[src/rtl/tlb_op_unit_if.sv]
// Bundle between the TLB maintenance sequencer, the commit stage and the MMU:
// request handshake, MMU strobes and responses, and the CSR write-back packet.
interface tlb_op_unit_if #(
  parameter int IDX_W = 5
);
  logic             req_valid_i;
  logic             req_ready_o;
  logic [2:0]       req_op_i;
  logic [4:0]       req_invop_i;
  logic [9:0]       req_asid_i;
  logic [18:0]      req_vpn_i;

  logic             tlbsrch_en_o;
  logic             tlbrd_en_o;
  logic             tlbwr_en_o;
  logic             tlbfill_en_o;
  logic             invtlb_en_o;
  logic [4:0]       invtlb_op_o;
  logic [9:0]       invtlb_asid_o;
  logic [18:0]      invtlb_vpn_o;
  logic [IDX_W-1:0] rand_idx_o;

  logic             tlbsrch_found_i;
  logic [IDX_W-1:0] tlbsrch_idx_i;
  logic [31:0]      tlbehi_i;
  logic [31:0]      tlbelo0_i;
  logic [31:0]      tlbelo1_i;
  logic [31:0]      tlbidx_i;
  logic [9:0]       tlbasid_i;

  logic             wb_valid_o;
  logic             wb_idx_we_o;
  logic             wb_ehi_we_o;
  logic             wb_elo_we_o;
  logic             wb_asid_we_o;
  logic [31:0]      wb_tlbidx_o;
  logic [31:0]      wb_tlbidx_mask_o;
  logic [31:0]      wb_tlbehi_o;
  logic [31:0]      wb_tlbelo0_o;
  logic [31:0]      wb_tlbelo1_o;
  logic [9:0]       wb_asid_o;

  logic             done_o;
  logic             refetch_o;
  logic             ine_o;

  modport master (
    output req_valid_i, req_op_i, req_invop_i, req_asid_i, req_vpn_i,
    output tlbsrch_found_i, tlbsrch_idx_i, tlbehi_i, tlbelo0_i, tlbelo1_i,
    output tlbidx_i, tlbasid_i,
    input  req_ready_o,
    input  tlbsrch_en_o, tlbrd_en_o, tlbwr_en_o, tlbfill_en_o, invtlb_en_o,
    input  invtlb_op_o, invtlb_asid_o, invtlb_vpn_o, rand_idx_o,
    input  wb_valid_o, wb_idx_we_o, wb_ehi_we_o, wb_elo_we_o, wb_asid_we_o,
    input  wb_tlbidx_o, wb_tlbidx_mask_o, wb_tlbehi_o, wb_tlbelo0_o,
    input  wb_tlbelo1_o, wb_asid_o,
    input  done_o, refetch_o, ine_o
  );

  modport slave (
    input  req_valid_i, req_op_i, req_invop_i, req_asid_i, req_vpn_i,
    input  tlbsrch_found_i, tlbsrch_idx_i, tlbehi_i, tlbelo0_i, tlbelo1_i,
    input  tlbidx_i, tlbasid_i,
    output req_ready_o,
    output tlbsrch_en_o, tlbrd_en_o, tlbwr_en_o, tlbfill_en_o, invtlb_en_o,
    output invtlb_op_o, invtlb_asid_o, invtlb_vpn_o, rand_idx_o,
    output wb_valid_o, wb_idx_we_o, wb_ehi_we_o, wb_elo_we_o, wb_asid_we_o,
    output wb_tlbidx_o, wb_tlbidx_mask_o, wb_tlbehi_o, wb_tlbelo0_o,
    output wb_tlbelo1_o, wb_asid_o,
    output done_o, refetch_o, ine_o
  );
endinterface

[src/rtl/tlb_op_unit.sv]
// Sequencer for TLBSRCH/TLBRD/TLBWR/TLBFILL/INVTLB: issues one MMU strobe per
// instruction, captures the MMU response and returns a masked CSR write-back.
module tlb_op_unit #(
  parameter int TLB_ENTRY_NUM = 32,
  parameter int RSP_LAT       = 1
) (
  input  logic         clk,
  input  logic         rst,
  tlb_op_unit_if.slave bus
);
  localparam int IDX_W = $clog2(TLB_ENTRY_NUM);

  localparam logic [1:0] S_IDLE  = 2'd0;
  localparam logic [1:0] S_ISSUE = 2'd1;
  localparam logic [1:0] S_WAIT  = 2'd2;
  localparam logic [1:0] S_RESP  = 2'd3;

  localparam logic [2:0] OP_SRCH = 3'd0;
  localparam logic [2:0] OP_RD   = 3'd1;
  localparam logic [2:0] OP_WR   = 3'd2;
  localparam logic [2:0] OP_FILL = 3'd3;
  localparam logic [2:0] OP_INV  = 3'd4;

  localparam logic [1:0]  WAIT_LAST   = 2'(RSP_LAT - 1);
  localparam logic [31:0] NE_BIT      = 32'h8000_0000;
  localparam logic [31:0] RD_IDX_MASK = 32'hBF00_0000;

  logic [1:0]       r_state;
  logic [1:0]       w_state_next;
  logic [2:0]       r_op;
  logic [1:0]       r_wait_cnt;
  logic [IDX_W-1:0] r_rand_cnt;
  logic [IDX_W-1:0] r_rand_idx;

  logic        r_srch_en, r_rd_en, r_wr_en, r_fill_en, r_inv_en;
  logic [4:0]  r_inv_op;
  logic [9:0]  r_inv_asid;
  logic [18:0] r_inv_vpn;

  logic        r_wb_valid, r_idx_we, r_ehi_we, r_elo_we, r_asid_we;
  logic [31:0] r_wb_tlbidx, r_wb_mask, r_wb_ehi, r_wb_elo0, r_wb_elo1;
  logic [9:0]  r_wb_asid;
  logic        r_done, r_refetch, r_ine;

  logic        w_accept, w_illegal, w_capture, w_rd_op;
  logic [31:0] w_srch_mask;
  logic [31:0] w_wb_tlbidx, w_wb_mask, w_wb_ehi, w_wb_elo0, w_wb_elo1;
  logic [9:0]  w_wb_asid;

  assign w_accept  = (r_state == S_IDLE) && bus.req_valid_i;
  assign w_illegal = (bus.req_op_i > OP_INV) ||
                     ((bus.req_op_i == OP_INV) && (bus.req_invop_i > 5'd6));
  assign w_capture = (r_state == S_WAIT) && (r_wait_cnt == WAIT_LAST);
  assign w_rd_op   = (r_op == OP_RD);

  // Search write-back touches NE always, and the index field only on a hit.
  genvar gi;
  generate
    for (gi = 0; gi < 32; gi++) begin : g_srch_mask
      if (gi == 31) begin : g_ne
        assign w_srch_mask[gi] = 1'b1;
      end else if (gi < IDX_W) begin : g_idx
        assign w_srch_mask[gi] = bus.tlbsrch_found_i;
      end else begin : g_zero
        assign w_srch_mask[gi] = 1'b0;
      end
    end
  endgenerate

  always_comb begin
    w_state_next = r_state;
    case (r_state)
      S_IDLE:  if (w_accept) w_state_next = w_illegal ? S_RESP : S_ISSUE;
      S_ISSUE: w_state_next = ((r_op == OP_SRCH) || w_rd_op) ? S_WAIT : S_RESP;
      S_WAIT:  if (w_capture) w_state_next = S_RESP;
      default: w_state_next = S_IDLE;
    endcase
  end

  always_comb begin
    w_wb_tlbidx = 32'h0;
    w_wb_mask   = 32'h0;
    w_wb_ehi    = 32'h0;
    w_wb_elo0   = 32'h0;
    w_wb_elo1   = 32'h0;
    w_wb_asid   = 10'h0;
    if (w_rd_op) begin
      w_wb_mask = RD_IDX_MASK;
      if (!bus.tlbidx_i[31]) begin
        w_wb_tlbidx = bus.tlbidx_i;
        w_wb_ehi    = bus.tlbehi_i;
        w_wb_elo0   = bus.tlbelo0_i;
        w_wb_elo1   = bus.tlbelo1_i;
        w_wb_asid   = bus.tlbasid_i;
      end else begin
        w_wb_tlbidx = NE_BIT;
      end
    end else begin
      w_wb_mask   = w_srch_mask;
      w_wb_tlbidx = bus.tlbsrch_found_i ? {{(32-IDX_W){1'b0}}, bus.tlbsrch_idx_i} : NE_BIT;
    end
  end

  always_ff @(posedge clk) begin
    if (rst) begin
      r_state     <= S_IDLE;
      r_op        <= OP_SRCH;
      r_wait_cnt  <= 2'd0;
      r_rand_cnt  <= '0;
      r_rand_idx  <= '0;
      r_srch_en   <= 1'b0;
      r_rd_en     <= 1'b0;
      r_wr_en     <= 1'b0;
      r_fill_en   <= 1'b0;
      r_inv_en    <= 1'b0;
      r_inv_op    <= 5'h0;
      r_inv_asid  <= 10'h0;
      r_inv_vpn   <= 19'h0;
      r_wb_valid  <= 1'b0;
      r_idx_we    <= 1'b0;
      r_ehi_we    <= 1'b0;
      r_elo_we    <= 1'b0;
      r_asid_we   <= 1'b0;
      r_wb_tlbidx <= 32'h0;
      r_wb_mask   <= 32'h0;
      r_wb_ehi    <= 32'h0;
      r_wb_elo0   <= 32'h0;
      r_wb_elo1   <= 32'h0;
      r_wb_asid   <= 10'h0;
      r_done      <= 1'b0;
      r_refetch   <= 1'b0;
      r_ine       <= 1'b0;
    end else begin
      r_state    <= w_state_next;
      r_rand_cnt <= r_rand_cnt + IDX_W'(1);
      r_wait_cnt <= (r_state == S_WAIT) ? r_wait_cnt + 2'd1 : 2'd0;

      if (w_accept) r_op <= bus.req_op_i;
      if (w_accept && (bus.req_op_i == OP_FILL)) r_rand_idx <= r_rand_cnt;
      if (w_accept && !w_illegal && (bus.req_op_i == OP_INV)) begin
        r_inv_op   <= bus.req_invop_i;
        r_inv_asid <= bus.req_asid_i;
        r_inv_vpn  <= bus.req_vpn_i;
      end

      // Strobes are set on the accept edge so they are high for exactly the ISSUE cycle.
      r_srch_en <= w_accept && !w_illegal && (bus.req_op_i == OP_SRCH);
      r_rd_en   <= w_accept && !w_illegal && (bus.req_op_i == OP_RD);
      r_wr_en   <= w_accept && !w_illegal && (bus.req_op_i == OP_WR);
      r_fill_en <= w_accept && !w_illegal && (bus.req_op_i == OP_FILL);
      r_inv_en  <= w_accept && !w_illegal && (bus.req_op_i == OP_INV);

      r_wb_valid  <= w_capture;
      r_idx_we    <= w_capture;
      r_ehi_we    <= w_capture && w_rd_op;
      r_elo_we    <= w_capture && w_rd_op;
      r_asid_we   <= w_capture && w_rd_op;
      r_wb_tlbidx <= w_capture ? w_wb_tlbidx : 32'h0;
      r_wb_mask   <= w_capture ? w_wb_mask   : 32'h0;
      r_wb_ehi    <= w_capture ? w_wb_ehi    : 32'h0;
      r_wb_elo0   <= w_capture ? w_wb_elo0   : 32'h0;
      r_wb_elo1   <= w_capture ? w_wb_elo1   : 32'h0;
      r_wb_asid   <= w_capture ? w_wb_asid   : 10'h0;

      r_done    <= (w_state_next == S_RESP);
      r_ine     <= w_accept && w_illegal;
      r_refetch <= (r_state == S_ISSUE) &&
                   ((r_op == OP_WR) || (r_op == OP_FILL) || (r_op == OP_INV));
    end
  end

  assign bus.req_ready_o      = (r_state == S_IDLE);
  assign bus.tlbsrch_en_o     = r_srch_en;
  assign bus.tlbrd_en_o       = r_rd_en;
  assign bus.tlbwr_en_o       = r_wr_en;
  assign bus.tlbfill_en_o     = r_fill_en;
  assign bus.invtlb_en_o      = r_inv_en;
  assign bus.invtlb_op_o      = r_inv_op;
  assign bus.invtlb_asid_o    = r_inv_asid;
  assign bus.invtlb_vpn_o     = r_inv_vpn;
  assign bus.rand_idx_o       = r_rand_idx;
  assign bus.wb_valid_o       = r_wb_valid;
  assign bus.wb_idx_we_o      = r_idx_we;
  assign bus.wb_ehi_we_o      = r_ehi_we;
  assign bus.wb_elo_we_o      = r_elo_we;
  assign bus.wb_asid_we_o     = r_asid_we;
  assign bus.wb_tlbidx_o      = r_wb_tlbidx;
  assign bus.wb_tlbidx_mask_o = r_wb_mask;
  assign bus.wb_tlbehi_o      = r_wb_ehi;
  assign bus.wb_tlbelo0_o     = r_wb_elo0;
  assign bus.wb_tlbelo1_o     = r_wb_elo1;
  assign bus.wb_asid_o        = r_wb_asid;
  assign bus.done_o           = r_done;
  assign bus.refetch_o        = r_refetch;
  assign bus.ine_o            = r_ine;
endmodule

[src/flat_wrapper.sv]
// flat-port wrapper written by rule: the top's interface ports become plain ports
module tlb_op_unit_flat 
#(
  parameter int TLB_ENTRY_NUM = 32,
  parameter int RSP_LAT       = 1
)
  (clk, rst, bus_req_valid_i, bus_req_op_i, bus_req_invop_i, bus_req_asid_i, bus_req_vpn_i, bus_tlbsrch_found_i, bus_tlbsrch_idx_i, bus_tlbehi_i, bus_tlbelo0_i, bus_tlbelo1_i, bus_tlbidx_i, bus_tlbasid_i, bus_req_ready_o, bus_tlbsrch_en_o, bus_tlbrd_en_o, bus_tlbwr_en_o, bus_tlbfill_en_o, bus_invtlb_en_o, bus_invtlb_op_o, bus_invtlb_asid_o, bus_invtlb_vpn_o, bus_rand_idx_o, bus_wb_valid_o, bus_wb_idx_we_o, bus_wb_ehi_we_o, bus_wb_elo_we_o, bus_wb_asid_we_o, bus_wb_tlbidx_o, bus_wb_tlbidx_mask_o, bus_wb_tlbehi_o, bus_wb_tlbelo0_o, bus_wb_tlbelo1_o, bus_wb_asid_o, bus_done_o, bus_refetch_o, bus_ine_o);
  tlb_op_unit_if #(.IDX_W(5)) bus_i ();
  input  logic clk;
  input  logic rst;
  input wire logic [$bits(bus_i.req_valid_i)-1:0] bus_req_valid_i;
  input wire logic [$bits(bus_i.req_op_i)-1:0] bus_req_op_i;
  input wire logic [$bits(bus_i.req_invop_i)-1:0] bus_req_invop_i;
  input wire logic [$bits(bus_i.req_asid_i)-1:0] bus_req_asid_i;
  input wire logic [$bits(bus_i.req_vpn_i)-1:0] bus_req_vpn_i;
  input wire logic [$bits(bus_i.tlbsrch_found_i)-1:0] bus_tlbsrch_found_i;
  input wire logic [$bits(bus_i.tlbsrch_idx_i)-1:0] bus_tlbsrch_idx_i;
  input wire logic [$bits(bus_i.tlbehi_i)-1:0] bus_tlbehi_i;
  input wire logic [$bits(bus_i.tlbelo0_i)-1:0] bus_tlbelo0_i;
  input wire logic [$bits(bus_i.tlbelo1_i)-1:0] bus_tlbelo1_i;
  input wire logic [$bits(bus_i.tlbidx_i)-1:0] bus_tlbidx_i;
  input wire logic [$bits(bus_i.tlbasid_i)-1:0] bus_tlbasid_i;
  output wire logic [$bits(bus_i.req_ready_o)-1:0] bus_req_ready_o;
  output wire logic [$bits(bus_i.tlbsrch_en_o)-1:0] bus_tlbsrch_en_o;
  output wire logic [$bits(bus_i.tlbrd_en_o)-1:0] bus_tlbrd_en_o;
  output wire logic [$bits(bus_i.tlbwr_en_o)-1:0] bus_tlbwr_en_o;
  output wire logic [$bits(bus_i.tlbfill_en_o)-1:0] bus_tlbfill_en_o;
  output wire logic [$bits(bus_i.invtlb_en_o)-1:0] bus_invtlb_en_o;
  output wire logic [$bits(bus_i.invtlb_op_o)-1:0] bus_invtlb_op_o;
  output wire logic [$bits(bus_i.invtlb_asid_o)-1:0] bus_invtlb_asid_o;
  output wire logic [$bits(bus_i.invtlb_vpn_o)-1:0] bus_invtlb_vpn_o;
  output wire logic [$bits(bus_i.rand_idx_o)-1:0] bus_rand_idx_o;
  output wire logic [$bits(bus_i.wb_valid_o)-1:0] bus_wb_valid_o;
  output wire logic [$bits(bus_i.wb_idx_we_o)-1:0] bus_wb_idx_we_o;
  output wire logic [$bits(bus_i.wb_ehi_we_o)-1:0] bus_wb_ehi_we_o;
  output wire logic [$bits(bus_i.wb_elo_we_o)-1:0] bus_wb_elo_we_o;
  output wire logic [$bits(bus_i.wb_asid_we_o)-1:0] bus_wb_asid_we_o;
  output wire logic [$bits(bus_i.wb_tlbidx_o)-1:0] bus_wb_tlbidx_o;
  output wire logic [$bits(bus_i.wb_tlbidx_mask_o)-1:0] bus_wb_tlbidx_mask_o;
  output wire logic [$bits(bus_i.wb_tlbehi_o)-1:0] bus_wb_tlbehi_o;
  output wire logic [$bits(bus_i.wb_tlbelo0_o)-1:0] bus_wb_tlbelo0_o;
  output wire logic [$bits(bus_i.wb_tlbelo1_o)-1:0] bus_wb_tlbelo1_o;
  output wire logic [$bits(bus_i.wb_asid_o)-1:0] bus_wb_asid_o;
  output wire logic [$bits(bus_i.done_o)-1:0] bus_done_o;
  output wire logic [$bits(bus_i.refetch_o)-1:0] bus_refetch_o;
  output wire logic [$bits(bus_i.ine_o)-1:0] bus_ine_o;
  assign bus_i.req_valid_i = bus_req_valid_i;
  assign bus_i.req_op_i = bus_req_op_i;
  assign bus_i.req_invop_i = bus_req_invop_i;
  assign bus_i.req_asid_i = bus_req_asid_i;
  assign bus_i.req_vpn_i = bus_req_vpn_i;
  assign bus_i.tlbsrch_found_i = bus_tlbsrch_found_i;
  assign bus_i.tlbsrch_idx_i = bus_tlbsrch_idx_i;
  assign bus_i.tlbehi_i = bus_tlbehi_i;
  assign bus_i.tlbelo0_i = bus_tlbelo0_i;
  assign bus_i.tlbelo1_i = bus_tlbelo1_i;
  assign bus_i.tlbidx_i = bus_tlbidx_i;
  assign bus_i.tlbasid_i = bus_tlbasid_i;
  assign bus_req_ready_o = bus_i.req_ready_o;
  assign bus_tlbsrch_en_o = bus_i.tlbsrch_en_o;
  assign bus_tlbrd_en_o = bus_i.tlbrd_en_o;
  assign bus_tlbwr_en_o = bus_i.tlbwr_en_o;
  assign bus_tlbfill_en_o = bus_i.tlbfill_en_o;
  assign bus_invtlb_en_o = bus_i.invtlb_en_o;
  assign bus_invtlb_op_o = bus_i.invtlb_op_o;
  assign bus_invtlb_asid_o = bus_i.invtlb_asid_o;
  assign bus_invtlb_vpn_o = bus_i.invtlb_vpn_o;
  assign bus_rand_idx_o = bus_i.rand_idx_o;
  assign bus_wb_valid_o = bus_i.wb_valid_o;
  assign bus_wb_idx_we_o = bus_i.wb_idx_we_o;
  assign bus_wb_ehi_we_o = bus_i.wb_ehi_we_o;
  assign bus_wb_elo_we_o = bus_i.wb_elo_we_o;
  assign bus_wb_asid_we_o = bus_i.wb_asid_we_o;
  assign bus_wb_tlbidx_o = bus_i.wb_tlbidx_o;
  assign bus_wb_tlbidx_mask_o = bus_i.wb_tlbidx_mask_o;
  assign bus_wb_tlbehi_o = bus_i.wb_tlbehi_o;
  assign bus_wb_tlbelo0_o = bus_i.wb_tlbelo0_o;
  assign bus_wb_tlbelo1_o = bus_i.wb_tlbelo1_o;
  assign bus_wb_asid_o = bus_i.wb_asid_o;
  assign bus_done_o = bus_i.done_o;
  assign bus_refetch_o = bus_i.refetch_o;
  assign bus_ine_o = bus_i.ine_o;
  tlb_op_unit #(.TLB_ENTRY_NUM(TLB_ENTRY_NUM), .RSP_LAT(RSP_LAT)) u_core (.clk(clk), .rst(rst), .bus(bus_i));
endmodule
[config.mk]
export PLATFORM = sky130hd
export DESIGN_NAME = tlb_op_unit_flat
export DESIGN_NICKNAME = d
export VERILOG_FILES = /design/src/rtl/tlb_op_unit_if.sv /design/src/rtl/tlb_op_unit.sv /design/src/flat_wrapper.sv
export SDC_FILE = /design/constraint.sdc
export NUM_CORES = 1
export LEC_CHECK = 0
export CORE_MARGIN = 10
export CORE_UTILIZATION = 30
export DETAILED_ROUTE_END_ITERATION = 10
export PLACE_DENSITY = 0.78
export SYNTH_ARGS = -nofsm -noshare
export SYNTH_HDL_FRONTEND = slang
export SYNTH_SLANG_ARGS = --single-unit
[constraint.sdc]
create_clock -name clk -period 1.7 [get_ports clk]
set_input_delay 0.17 -clock clk [delete_from_list [all_inputs] [get_ports clk]]
set_output_delay 0.17 -clock clk [all_outputs]
set_load 0.01 [all_outputs]
==> results of run 1 <==
## tightest hold or removal path, delay by kind of cell
family | cells | cell delay (ps)
AND/OR/NAND/NOR | 1 | 110
buffers and inverters | 2 | 320
## synthesized netlist by cell type (all sizes together)
| cell type | count |
|---|---|
| xnor2 | 1 |
| nand3 | 4 |
| a31oi | 1 |
| or4 | 1 |
| and3 | 3 |
| nand3b | 2 |
| nor4b | 2 |
| ha | 6 |
| nor3b | 5 |
| nor2b | 2 |
| a22o | 5 |
| clkbuf | 13 |
| buf | 53 |
| conb | 1 |
| nor2 | 10 |
| o21ai | 9 |
| xor2 | 2 |
| inv | 7 |
| dfxtp | 202 |
| a21boi | 1 |
| mux2i | 33 |
| and2 | 132 |
| a21oi | 8 |
| nand4 | 5 |
| and4b | 1 |
| nor4 | 1 |
| or3b | 1 |
| nor3 | 1 |
| and3b | 2 |
| nand2b | 64 |
| nand2 | 4 |
| a211oi | 2 |
| a311oi | 1 |
## path summary, 6_finish.rpt
| kind | slack (ps) | start | cells after the start | end |
|---|---|---|---|---|
| worst min-delay path | 210 | rst | 3 | u_core.r_rand_cnt[0]$_SDFF_PP0_ |
| worst max register to register | 100 | u_core.r_op[2]$_SDFFE_PP0P_ | 5 | u_core.bus.wb_tlbelo1_o[24]$_SDFF_PP0_ |
| worst max-delay path | 80 | u_core.bus.wb_tlbidx_mask_o[0]$_SDFF_PP0_ | 1 | bus_wb_tlbidx_mask_o[4] |
| worst min register to register | 420 | u_core.r_wait_cnt[0]$_SDFF_PP0_ | 1 | u_core.r_wait_cnt[0]$_SDFF_PP0_ |
## power by group
group / leakage (nW) / switching [mW] / total, mW / internal, mW
logic: 2.40 / 0.511 / 1.30 / 0.793
registers: 1.63 / 0.0681 / 4.93 / 4.87
clock network: 0.358 / 1.86 / 4.63 / 2.78
total: 4.38 / 2.44 / 10.9 / 8.44
## cells by family after synthesis
logic type      after synthesis  synth area share, %
other cells                   1               0.0561
simple gates                240                 22.4
fa+ha+maj                     6                 1.12
xor+xnor                      3                0.393
flops                       202                 60.5
compound gates               27                 2.49
mux                          33                 4.94
buf+inv                      73                 8.07
## flip-flops by register name, indices dropped and copies added, names as in the netlist, 2 cells and up
register,flops
u_core.r_op,3
u_core.bus.rand_idx_o,5
u_core.bus.invtlb_vpn_o,19
u_core.bus.invtlb_asid_o,10
u_core.bus.wb_tlbelo1_o,32
u_core.r_state,2
u_core.bus.wb_asid_o,10
u_core.r_rand_cnt,5
u_core.bus.wb_tlbidx_o,32
u_core.bus.invtlb_op_o,5
u_core.bus.wb_tlbidx_mask_o,3
u_core.bus.wb_tlbelo0_o,32
u_core.bus.wb_tlbehi_o,32
u_core.r_wait_cnt,2
## area by class of cell
cell class / count / area, sq um
fill: 1904 / 10500
inverter: 7 / 26.3
timing repair buffer: 401 / 4040
antenna: 1 / 2.50
clock inverter: 6 / 32.5
multi-input combinational: 329 / 2190
sequential: 202 / 4050
clock buffer: 34 / 687
tap: 280 / 350
## through the flow
| stage | instance area (sq um) | cells | total power, mW | hold WS [ps] |
|---|---|---|---|---|
| 6_report | 11400 | 1260 | 10.9 | 211 |
| 5_1_grt | 11400 | 1260 | 11.3 | 212 |
| 4_1_cts | 11300 | 1257 | 11.0 | 179 |
| 3_5_place_dp | 10600 | 1217 | 6.35 | 412 |
| 3_3_place_gp | 10600 | 1217 | 6.32 | 408 |
| 2_1_floorplan | 6760 | 604 | 5.56 | 266 |
## routing by layer
metal | GRT usage, % | up-vias | wire (microns)
met5 | 0 | - | 7
met4 | 3.45 | 2 | 391
met3 | 6.18 | 27 | 2420
met2 | 28.0 | 244 | 12200
met1 | 14.8 | 2346 | 8360
li1 | - | 2559 | -
## what timing repair did
| item | 4_1_cts | 5_1_grt |
|---|---|---|
| setup buffers | 0 | 1 |
| gates resized for setup | 6 | 5 |
| gates cloned | 0 | 1 |
| hold buffers | 0 | 0 |
| pin swaps | 0 | 0 |
| setup endpoints to repair | 6 | 39 |
==> metrics.md, run 1 <==
| Metric | Value |
|---|---|
| Clock slew at the register clock pins of the worst setup and hold paths | `60 ps` |
| Post-Syn Area | `6690 sq um` |
| Nets | `1154` |
| Core Box Area | `21900 sq um` |
| Max cap viols | `0` |
| DR iter-0 viols | `246` |
| # rows | `54` |
| Largest net degree at the start of global routing | `91` |
| Routed wire per std cell | `18.6 microns` |
| CTS Sinks | `202` |
| Initial antenna violation count | `2` |
| Vias per cell | `4.11` |
| Crit-path cells | `clkdlybuf4s50_1` |
| Seq cells post-synth | `roughly 200` |
| Die Area | `28700 sq um` |
| Synth top area share | `60.5%` |
| Slew Limit Fails | `0` |
| # setup viols final | `0` |
| Fin. Hold Viols | `0` |
| Nature of the critical path startpoint | `register` |
| Average cell area after synthesis | `between 10 and 15 sq um` |
| Crit-path max FO | `5` |
| Critical path buffer and inverter count | `1` |
| Final min period | `about 1600 ps` |
| CTS tree | `done` |
| Top delay family on crit path | `buffers and inverters` |
| Area growth syn-to-layout | `70.1%` |
| Commonest non-fill, non-tap cell in the layout | `clkdlybuf4s50_1` |
| Syn Inst Count | `585` |
| Synth Warn # | `0` |
| Grt total ovfl | `0` |
| H-Tree Depth | `1` |
| Post-route DRC violation count | `0` |
| Most frequent cells in the layout | `clkdlybuf4s50_1, dfxtp_1, and2_1` |
| Sequential element share of the synthesized area | `60.5%` |
| First-pass GRT wire length | `33200 microns` |
| Fin Setup TNS | `0 ps` |
| Synth area leader | `dfxtp_1` |
| Layout cells sized above 1 | `6.03%` |
| Routability congestion estimate | `0.808` |
| Final Util | `roughly half` |
| Via count of the routed design | `5178` |
| Num CTS Buffers | `23` |
| Setup slack after layout | `75.3 ps` |
| Outcome | `finished, final reports clean` |
| Gr usage total | `14.9%` |
| Crit-path slowest cell | `clkdlybuf4s50_1` |
| CTS max path bufs | `3` |
| CP peak stage delay | `570 ps` |
| Worst setup EP type | `output pin` |
| DRT antenna net count | `0` |
| Fmax | `just over 600 MHz` |
| Ports | `around 400` |
| Vias in the first global route | `5367` |
| Initial DRT Pass Iterations | `5` |
| Critical path type | `reg -> out` |
| Crit path DAT | `1450 ps` |
| Clock latency on the worst-skew pair | `a little under 500 ps` |
| Pre-CTS setup slack | `-271 ps` |
| Leak pwr | `around 4.4 nW` |
| Pwr/cell area | `around 960 nW/um^2` |
| DIE HEIGHT | `approximately 170 microns` |
| Routed WL | `23400 microns` |
| Die Span X | `~170 microns` |
| Hold WC Path Type | `in -> reg` |
| Skew final | `9.31 ps` |
| Worst vdd ir | `roughly 0.51 mV` |
| Distinct cell type count after synthesis | `37` |
| Top cells by area, synth | `dfxtp_1, and2_1, nand2b_1` |
| CTS root buffer | `clkbuf_16` |
| Post-DP HPWL | `18200 microns` |
| IO buf count | `386` |
| Critical path required time | `1530 ps` |
| Fin crit share | `95.6%` |
| Initial core utilization | `30.5%` |
No activity file was read; power rests on OpenSTA's default activity.
==> inputs of run 2 (changes only) <==
SETUP_SLACK_MARGIN = 0.2   (was default)
==> metrics.md, run 2 (synthesis results as in run 1) <==
| Metric | Value |
|---|---|
| H-Tree Depth | `1` |
| Layout cells sized above 1 | `23.2%` |
| Vias in the first global route | `5915` |
| Placed cell count | `1222` |
| CTS Sinks | `between 200 and 250` |
| Nature of the critical path startpoint | `register` |
| Slew Limit Fails | `0` |
| Commonest non-fill, non-tap cell in the layout | `dlygate4sd2_1` |
| Nets | `1209` |
| Ports | `slightly above 400` |
| FF-to-FF path depth | `9` |
| Most Crowded Layer GR | `met2` |
| Power share of the clock group | `42.5%` |
| Fmax | `slightly below 600 MHz` |
| Crit path from | `u_core.r_state[0]$_SDFF_PP0_` |
| CTS max path bufs | `3` |
| CTS tree | `done` |
| Area of the multi-input gates | `2520 sq um` |
| Post-DP HPWL | `18500 microns` |
| Hold WC Path Type | `in -> reg` |
| Final non-filler cell total | `1316` |
| Outcome | `finished, final reports clean` |
| Routability congestion estimate | `0.802` |
| Met1 GRT Util | `17.3%` |
| Via count of the routed design | `5530` |
| Critical path required time | `2160 ps` |
| Internal power | `8.72 mW` |
| Most used cell, CP | `buf_12` |
| Area growth syn-to-layout | `87.6%` |
| Power share of the combinational group | `roughly 14%` |
| Initial antenna violation count | `1` |
| R2r setup slk | `just under 10 ps` |
| Crit-path slowest cell | `dfxtp_2` |
| Fillers | `approximately 1800` |
| Grt total ovfl | `0` |
| Routed wire per std cell | `between 20 and 25 microns` |
| GR Util met2 | `between 30% and 40%` |
| Post-route DRC violation count | `0` |
| Sequential cell fraction of total power | `43.7%` |
| Fin crit share | `99.4%` |
| RSZ-0062 raised after global routing | `true` |
| DRT antenna net count | `0` |
| Crit path to | `u_core.bus.wb_tlbehi_o[21]$_SDFF_PP0_` |
| First-pass GRT wire length | `38000 microns` |
| Fin. Hold Viols | `0` |
| Sequential cell area | `4060 sq um` |
| Initial core utilization | `30.5%` |
| Die Span X | `169 microns` |
| Fin Setup TNS | `0 ps` |
| Worst r2r src | `u_core.r_state[0]$_SDFF_PP0_` |
| Crit-path max FO | `7` |
| Largest net degree at the start of global routing | `91` |
| Worst setup EP type | `register` |
| Clock slew at the register clock pins of the worst setup and hold paths | `60 ps` |
| Core Box Area | `~22000 sq um` |
| DR iter-0 viols | `between 200 and 250` |
| CP peak stage delay | `330 ps` |
| Sw power | `2.64 mW` |
| Clock latency on the worst-skew pair | `a little over 500 ps` |
| # setup viols final | `0` |
| Vias per cell | `4.20` |
| Routed WL | `26500 microns` |
| Pre-CTS setup slack | `-307 ps` |
| Leak pwr | `around 6 nW` |
| DIE HEIGHT | `169 microns` |
| Setup slack after layout | `9.66 ps` |
| Num CTS Buffers | `23` |
| Skew final | `16.6 ps` |
| Final min period | `1690 ps` |
| Switch share | `around a quarter` |
| Die Area | `28700 sq um` |
| Worst vdd ir | `0.529 mV` |
| Critical R2R Capture | `u_core.bus.wb_tlbehi_o[21]$_SDFF_PP0_` |
| Pwr/cell area | `approximately 910 nW/um^2` |
| Max cap viols | `0` |
| IO buf count | `386` |
| # rows | `54` |
| Critical path type | `reg -> reg` |
| Initial DRT Pass Iterations | `4` |
| Hold slack final | `206 ps` |
| Met3 usage | `6.32%` |
| Gr usage total | `between 10% and 20%` |
| Final Util | `57.3%` |
| Crit-path cells | `inv_4 -> ha_4 -> nand3b_1 -> nor3_4 -> buf_12 -> buf_8 -> buf_12 -> buf_16 -> and2_4` |
| Most frequent cells in the layout | `dlygate4sd2_1, dfxtp_1, clkdlybuf4s50_1` |
| Design area | `approximately 13000 sq um` |
| Crit path DAT | `around 2200 ps` |
| CTS root buffer | `clkbuf_16` |
| Total power draw | `11.4 mW` |
| Area of placed instances | `10700 sq um` |
| Hold bufs inserted after CTS | `0` |
-- run 2: cell types whose count changed in the layout (fill, tap and decap cells not counted), moves of 5 or more --
| cell | previous run | this run |
|---|---|---|
| and2_1 | 132 | 21 |
| and2_4 | 0 | 111 |
| buf_12 | 4 | 16 |
| buf_16 | 0 | 18 |
| buf_4 | 9 | 14 |
| buf_6 | 1 | 14 |
| buf_8 | 0 | 6 |
| clkdlybuf4s50_1 | 380 | 182 |
| dlygate4sd2_1 | 3 | 202 |
-- run 2: final cells by class --
class	instances	area share [%]
Tap cell	280	2.79
Multi-Input combinational cell	329	20.1
Sequential cell	202	32.3
Inverter	7	0.269
Clock buffer	34	5.32
Timing Repair Buffer	456	38.6
Clock inverter	7	0.559
Antenna cell	1	0.0200
-- run 2: how the worst min path moves through the flow --
| stage | to | cells after the start | slack [ps] | from |
|---|---|---|---|---|
| floorplan | u_core.bus.wb_tlbidx_o[31]$_SDFF_PP0_ | 1 | 270 | bus_tlbsrch_found_i |
| global placement | u_core.r_wait_cnt[0]$_SDFF_PP0_ | 1 | 410 | u_core.r_wait_cnt[0]$_SDFF_PP0_ |
| detailed placement | u_core.r_wait_cnt[0]$_SDFF_PP0_ | 1 | 410 | u_core.r_wait_cnt[0]$_SDFF_PP0_ |
| CTS | u_core.r_rand_cnt[0]$_SDFF_PP0_ | 3 | 160 | rst |
| global route | u_core.bus.invtlb_en_o$_SDFF_PP0_ | 3 | 200 | rst |
| finish | u_core.bus.invtlb_en_o$_SDFF_PP0_ | 3 | 210 | rst |
-- run 2: what timing repair did --
action                     in CTS  in global routing
pin swaps                      36                 84
cloned                         18                  3
gates resized for setup       315                 76
setup endpoints to repair     366                172
buffers inserted               24                  7
-- run 2: power by group through the flow --
stage | Sequential [mW] | Clock [mW] | Combinational [mW]
6_report | 4.96 | 4.82 | 1.57
5_1_grt | 4.97 | 5.12 | 1.68
4_1_cts | 4.94 | 4.93 | 1.42
3_5_place_dp | 5.04 | 0 | 1.33
3_3_place_gp | 5.03 | 0 | 1.31
2_1_floorplan | 5.07 | 0 | 0.533
-- run 2: metal layers --
metal  routed length (microns)  share of wire, %
met4                       634               2.4
met1                      9470                36
met2                     14100                53
met3                      2270               8.6
met5                         0                 0
-- run 2: critical path: cells and delay by family, from the launching register on --
kind          cells  cell delay, ps
simple gates      3             570
buf+inv           5             590
flops             1             330
fa+ha+maj         1             130
==> inputs of run 3 (changes only) <==
CAP_MARGIN = 10   (was default)
SKIP_LAST_GASP = 1   (was default)
==> metrics.md, run 3 (synthesis results as in run 1) <==
| Metric | Value |
|---|---|
| Outcome | `finished, final reports clean` |
| Crit path from | `u_core.r_state[0]$_SDFF_PP0_` |
| Nature of the critical path startpoint | `register` |
| Most used cell, CP | `buf_12` |
| Fmax | `just under 600 MHz` |
| Switch share | `23.1%` |
| Grt total ovfl | `0` |
| Num CTS Buffers | `23` |
| Hold WC Path Type | `in -> reg` |
| Skew final | `14.6 ps` |
| Worst r2r src | `u_core.r_state[0]$_SDFF_PP0_` |
| Via count of the routed design | `5540` |
| Critical path type | `reg -> reg` |
| Post-DP HPWL | `18500 microns` |
| Post-route DRC violation count | `0` |
| Initial DRT Pass Iterations | `4` |
| Area of placed instances | `between 10000 and 15000 sq um` |
| Gr usage total | `17.1%` |
| Crit-path max FO | `7` |
| Worst vdd ir | `0.528 mV` |
| Final min period | `1690 ps` |
| Slew Limit Fails | `0` |
| RSZ-0062 raised after global routing | `true` |
| DIE HEIGHT | `169 microns` |
| Max cap viols | `0` |
| R2r setup slk | `6 ps` |
| Ports | `407` |
| CTS max path bufs | `3` |
| Initial antenna violation count | `1` |
| DR iter-0 viols | `between 200 and 250` |
| Most frequent cells in the layout | `dlygate4sd2_1, dfxtp_1, clkdlybuf4s50_1` |
| Total power draw | `11.3 mW` |
| Crit-path cells | `inv_4 -> ha_4 -> nand3b_1 -> nor3_4 -> buf_12 -> buf_8 -> buf_12 -> buf_16 -> and2_1` |
| Crit-path slowest cell | `dfxtp_2` |
| Largest net degree at the start of global routing | `91` |
| IO buf count | `386` |
| Leak pwr | `5.92 nW` |
| Design area | `12500 sq um` |
| Sw power | `2.61 mW` |
| CTS Sinks | `between 200 and 250` |
| Vias per cell | `between 4 and 5` |
| Pwr/cell area | `907 nW/um^2` |
| Commonest non-fill, non-tap cell in the layout | `dlygate4sd2_1` |
| Clock latency on the worst-skew pair | `between 500 and 600 ps` |
| Vias in the first global route | `5900` |
| Routed WL | `roughly 27000 microns` |
| Core Box Area | `approximately 22000 sq um` |
| Area growth syn-to-layout | `86.9%` |
| Sequential cell fraction of total power | `43.8%` |
| H-Tree Depth | `1` |
| Routed wire per std cell | `20.2 microns` |
| CTS root buffer | `clkbuf_16` |
| CTS tree | `done` |
| Fin crit share | `approximately 100%` |
| First-pass GRT wire length | `38000 microns` |
| DRT antenna net count | `0` |
| Power share of the combinational group | `13.9%` |
| # setup viols final | `0` |
| CP peak stage delay | `330 ps` |
| Fin. Hold Viols | `0` |
| Power share of the clock group | `42.4%` |
| Routability congestion estimate | `0.802` |
| Worst setup EP type | `register` |
| Critical path required time | `2150 ps` |
| Layout cells sized above 1 | `20.5%` |
| Die Span X | `169 microns` |
| Initial core utilization | `30.5%` |
| Clock slew at the register clock pins of the worst setup and hold paths | `60 ps` |
| Hold Crit Start | `rst` |
| Internal power | `8.72 mW` |
| Die Area | `28700 sq um` |
| Nets | `1211` |
| # rows | `54` |
| Crit path DAT | `2140 ps` |
## run 3: changes by cell type in the layout (fill, tap and decap cells not counted), sizes merged
cell / before / now
buf: 69 / 71
## run 3: area by class of cell
class / instances / area, sq um
Sequential cell: 202 / 4060
Antenna cell: 1 / 2.50
Inverter: 7 / 33.8
Clock buffer: 34 / 667
Multi-Input combinational cell: 329 / 2450
Clock inverter: 7 / 70.1
Timing Repair Buffer: 458 / 4870
Tap cell: 280 / 350
Fill cell: 1807 / 9400
## run 3: power groups by stage
| stage | combinational, mW | sequential, mW | clock [mW] |
|---|---|---|---|
| 6_report | 1.57 | 4.96 | 4.80 |
| 5_1_grt | 1.68 | 4.97 | 5.08 |
| 4_1_cts | 1.40 | 4.94 | 4.93 |
| 3_5_place_dp | 1.33 | 5.04 | 0 |
| 3_3_place_gp | 1.31 | 5.03 | 0 |
| 2_1_floorplan | 0.533 | 5.07 | 0 |
## run 3: critical path: cells and delay by family, from the launching register on
| kind | cells | cell delay, ps |
|---|---|---|
| buf+inv | 5 | 590 |
| simple gates | 3 | 580 |
| flops | 1 | 330 |
| fa+ha+maj | 1 | 130 |
## run 3: timing repair
item,4_1_cts,5_1_grt
endpoints found under the setup margin,366,172
buffers inserted,24,9
cloned,18,3
hold buffers,0,0
gates resized for setup,260,97
pin swaps,28,74
## run 3: stage by stage
| stage | std cells | setup TNS, ps | util, % | hold WS (ps) | setup WS, ps |
|---|---|---|---|---|---|
| 5_1_grt | 1318 | -3120 | 57.1 | 203 | -76.4 |
| 3_3_place_gp | 1222 | -9580 | 48.9 | 407 | -289 |
| 6_report | 1318 | 0 | 57.1 | 201 | 6.08 |
| 2_1_floorplan | 604 | 0 | - | 266 | 202 |
| 4_1_cts | 1305 | -2.03 | 55.2 | 157 | -2.03 |
| 3_5_place_dp | 1222 | -10100 | 48.9 | 413 | -307 |
## run 3: worst paths after layout
kind | cells past startpoint | endpoint
setup / recovery | 9 | u_core.bus.wb_tlbelo0_o[5]$_SDFF_PP0_
hold reg to reg | 1 | u_core.r_wait_cnt[0]$_SDFF_PP0_
setup reg to reg | 9 | u_core.bus.wb_tlbelo0_o[5]$_SDFF_PP0_
hold / removal | 3 | u_core.bus.invtlb_en_o$_SDFF_PP0_
## run 3: metal layers
layer	track usage (%)	vias to the layer above	part of all wire (%)
li1	-	2687	-
met2	31.7	250	53
met1	17.1	2557	35
met4	5.25	0	3.0
met3	6.55	46	9.0
met5	0	-	0
==> RTL change (flow settings as in run 2) <==
Make the reset (`rst`) asynchronous in one clocked block.
--- a/src/rtl/tlb_op_unit.sv
+++ b/src/rtl/tlb_op_unit.sv
@@ -102,5 +102,5 @@
   end
 
-  always_ff @(posedge clk) begin
+  always_ff @(posedge clk or posedge rst) begin
     if (rst) begin
       r_state     <= S_IDLE;
Formal check against the unedited RTL: differs if rst is asserted again (counterexample within 4 cycles, from zero or initial values and one cycle with rst high); with rst held inactive, the same outputs for 10 cycles.
==> RTL change against run 2 <==
Clock skew up 0.0017 ns; final area up 0.75%; sequential cell count down 2; wire length down 7.5%; setup slack better by 0.046 ns; area after synthesis up 7.7%; synthesized cell count down 17%; critical endpoint is now u_core.bus.wb_tlbidx_o[26].
Power is not compared: it rests on default switching activity, and its combinational part moved more than twofold at a synthesized area within 25%.
==> RTL change: results (changes against run 2) <==
start of the worst register-to-register path u_core.r_op[2]; first-pass GRT wire length 35.1 mm (-7.6%); met2 WL 11.8 mm (-17%); Worst-Skew Late Latency 0.43 ns (-0.08 ns); H-tree levels 4 (+3); grt met3 use 8.06% (+1.7 points); synth top area cells dfrtp_1 70%, and2_1 12%, mux2_4 5.6%; status finished clean; Final nets 1083 (-10%); Setup Skew 0.0182 ns (+0.00166 ns); CTS Buf Count 17 (-26%); met1 usage 16.3% (-0.97 points); vias in the first global route 5615 (-5.1%); clk slew on worst S/H paths 0.08 ns (+0.02 ns); CP Max Fanout 9 (+2); final cycle utilization of the critical path 96.7% (-2.7 points); initial drt markers 217 (-5.2%); post-synthesis mux area share 7.65% (+2.7 points); Highest Signal Layer met5; R2R setup slack 0.06 ns (+0.05 ns); top cells by instance count after synthesis 200 x dfrtp_1, 135 x and2_1, 34 x buf_4, 27 x mux2_4, 13 x clkbuf_2; async set-reset flop share out of synthesis 100% (+100 points); layout cells sized above 1 15.0% (-8.2 points); Worst setup endpoint u_core.bus.wb_tlbidx_o[26]; Hold Path Class input pin to flop; PortBufs 386 (unchanged); GPL Wtd Cong 0.766 (-4.4%); Synth Area in Adders 1.04% (-0.080 points); # Post-CTS Setup Buffers 7 (-71%); XOR/XNOR Fraction of Synth Area 0.365% (-0.028 points); end of the worst hold path u_core.bus.wb_tlbidx_o[19]; Hold Path Stages 2 (-1); met2 Use GR 24.6% (-7.3 points); Avg WL per Cell 20.0 µm (-0.60%); crit-path max cell delay 0.43 ns (+0.10 ns); post-CTS resize count 58 (-82%); Data arrival, critical path 2.01 ns (-0.14 ns); Synth Area in Compound Gates 1.37% (-1.1 points); Cell variety after synth 32 (-14%); GRT Util Overall 14.9% (-2.1 points); met3 WL 2.81 mm (+24%); Fillers 1969 (+11%); largest net degree at the start of global routing 78 (-14%); Max Root-Sink Buffers 2 (-1); hold_sp bus_tlbidx_i[19]; r2r worst-path depth 6 (-3); n_diodes 0 (-1); CP delay by family, top simple AND/OR/NAND/NOR gates; post-detail-place hpwl 17.9 mm (-3.3%); CP max stage cell or3b_4; die width 175 µm (+3.3%)
RTL change: cell type report:
type                            instances  area, µm²  share of cell area (%)
Sequential cell                       200       5010                    39.6
Timing Repair Buffer                  420       4690                    37.1
Multi-Input combinational cell        243       1930                    15.3
Clock buffer                           19        433                    3.43
Tap cell                              319        399                    3.16
Clock inverter                         13        135                    1.07
Inverter                               11       45.0                   0.357
RTL change: through the flow:
step	hold WS, ns	total power [mW]	instance area (µm²)	setup slack [ns]	cells
2_1_floorplan	0.235	7.01	7290	-1.06	507
3_3_place_gp	0.413	8.80	11400	-0.0656	1173
3_5_place_dp	0.425	8.88	11400	-0.0925	1173
4_1_cts	0.264	12.8	12000	0.0485	1216
5_1_grt	0.269	13.4	12600	0.000805	1225
6_report	0.286	12.7	12600	0.0553	1225
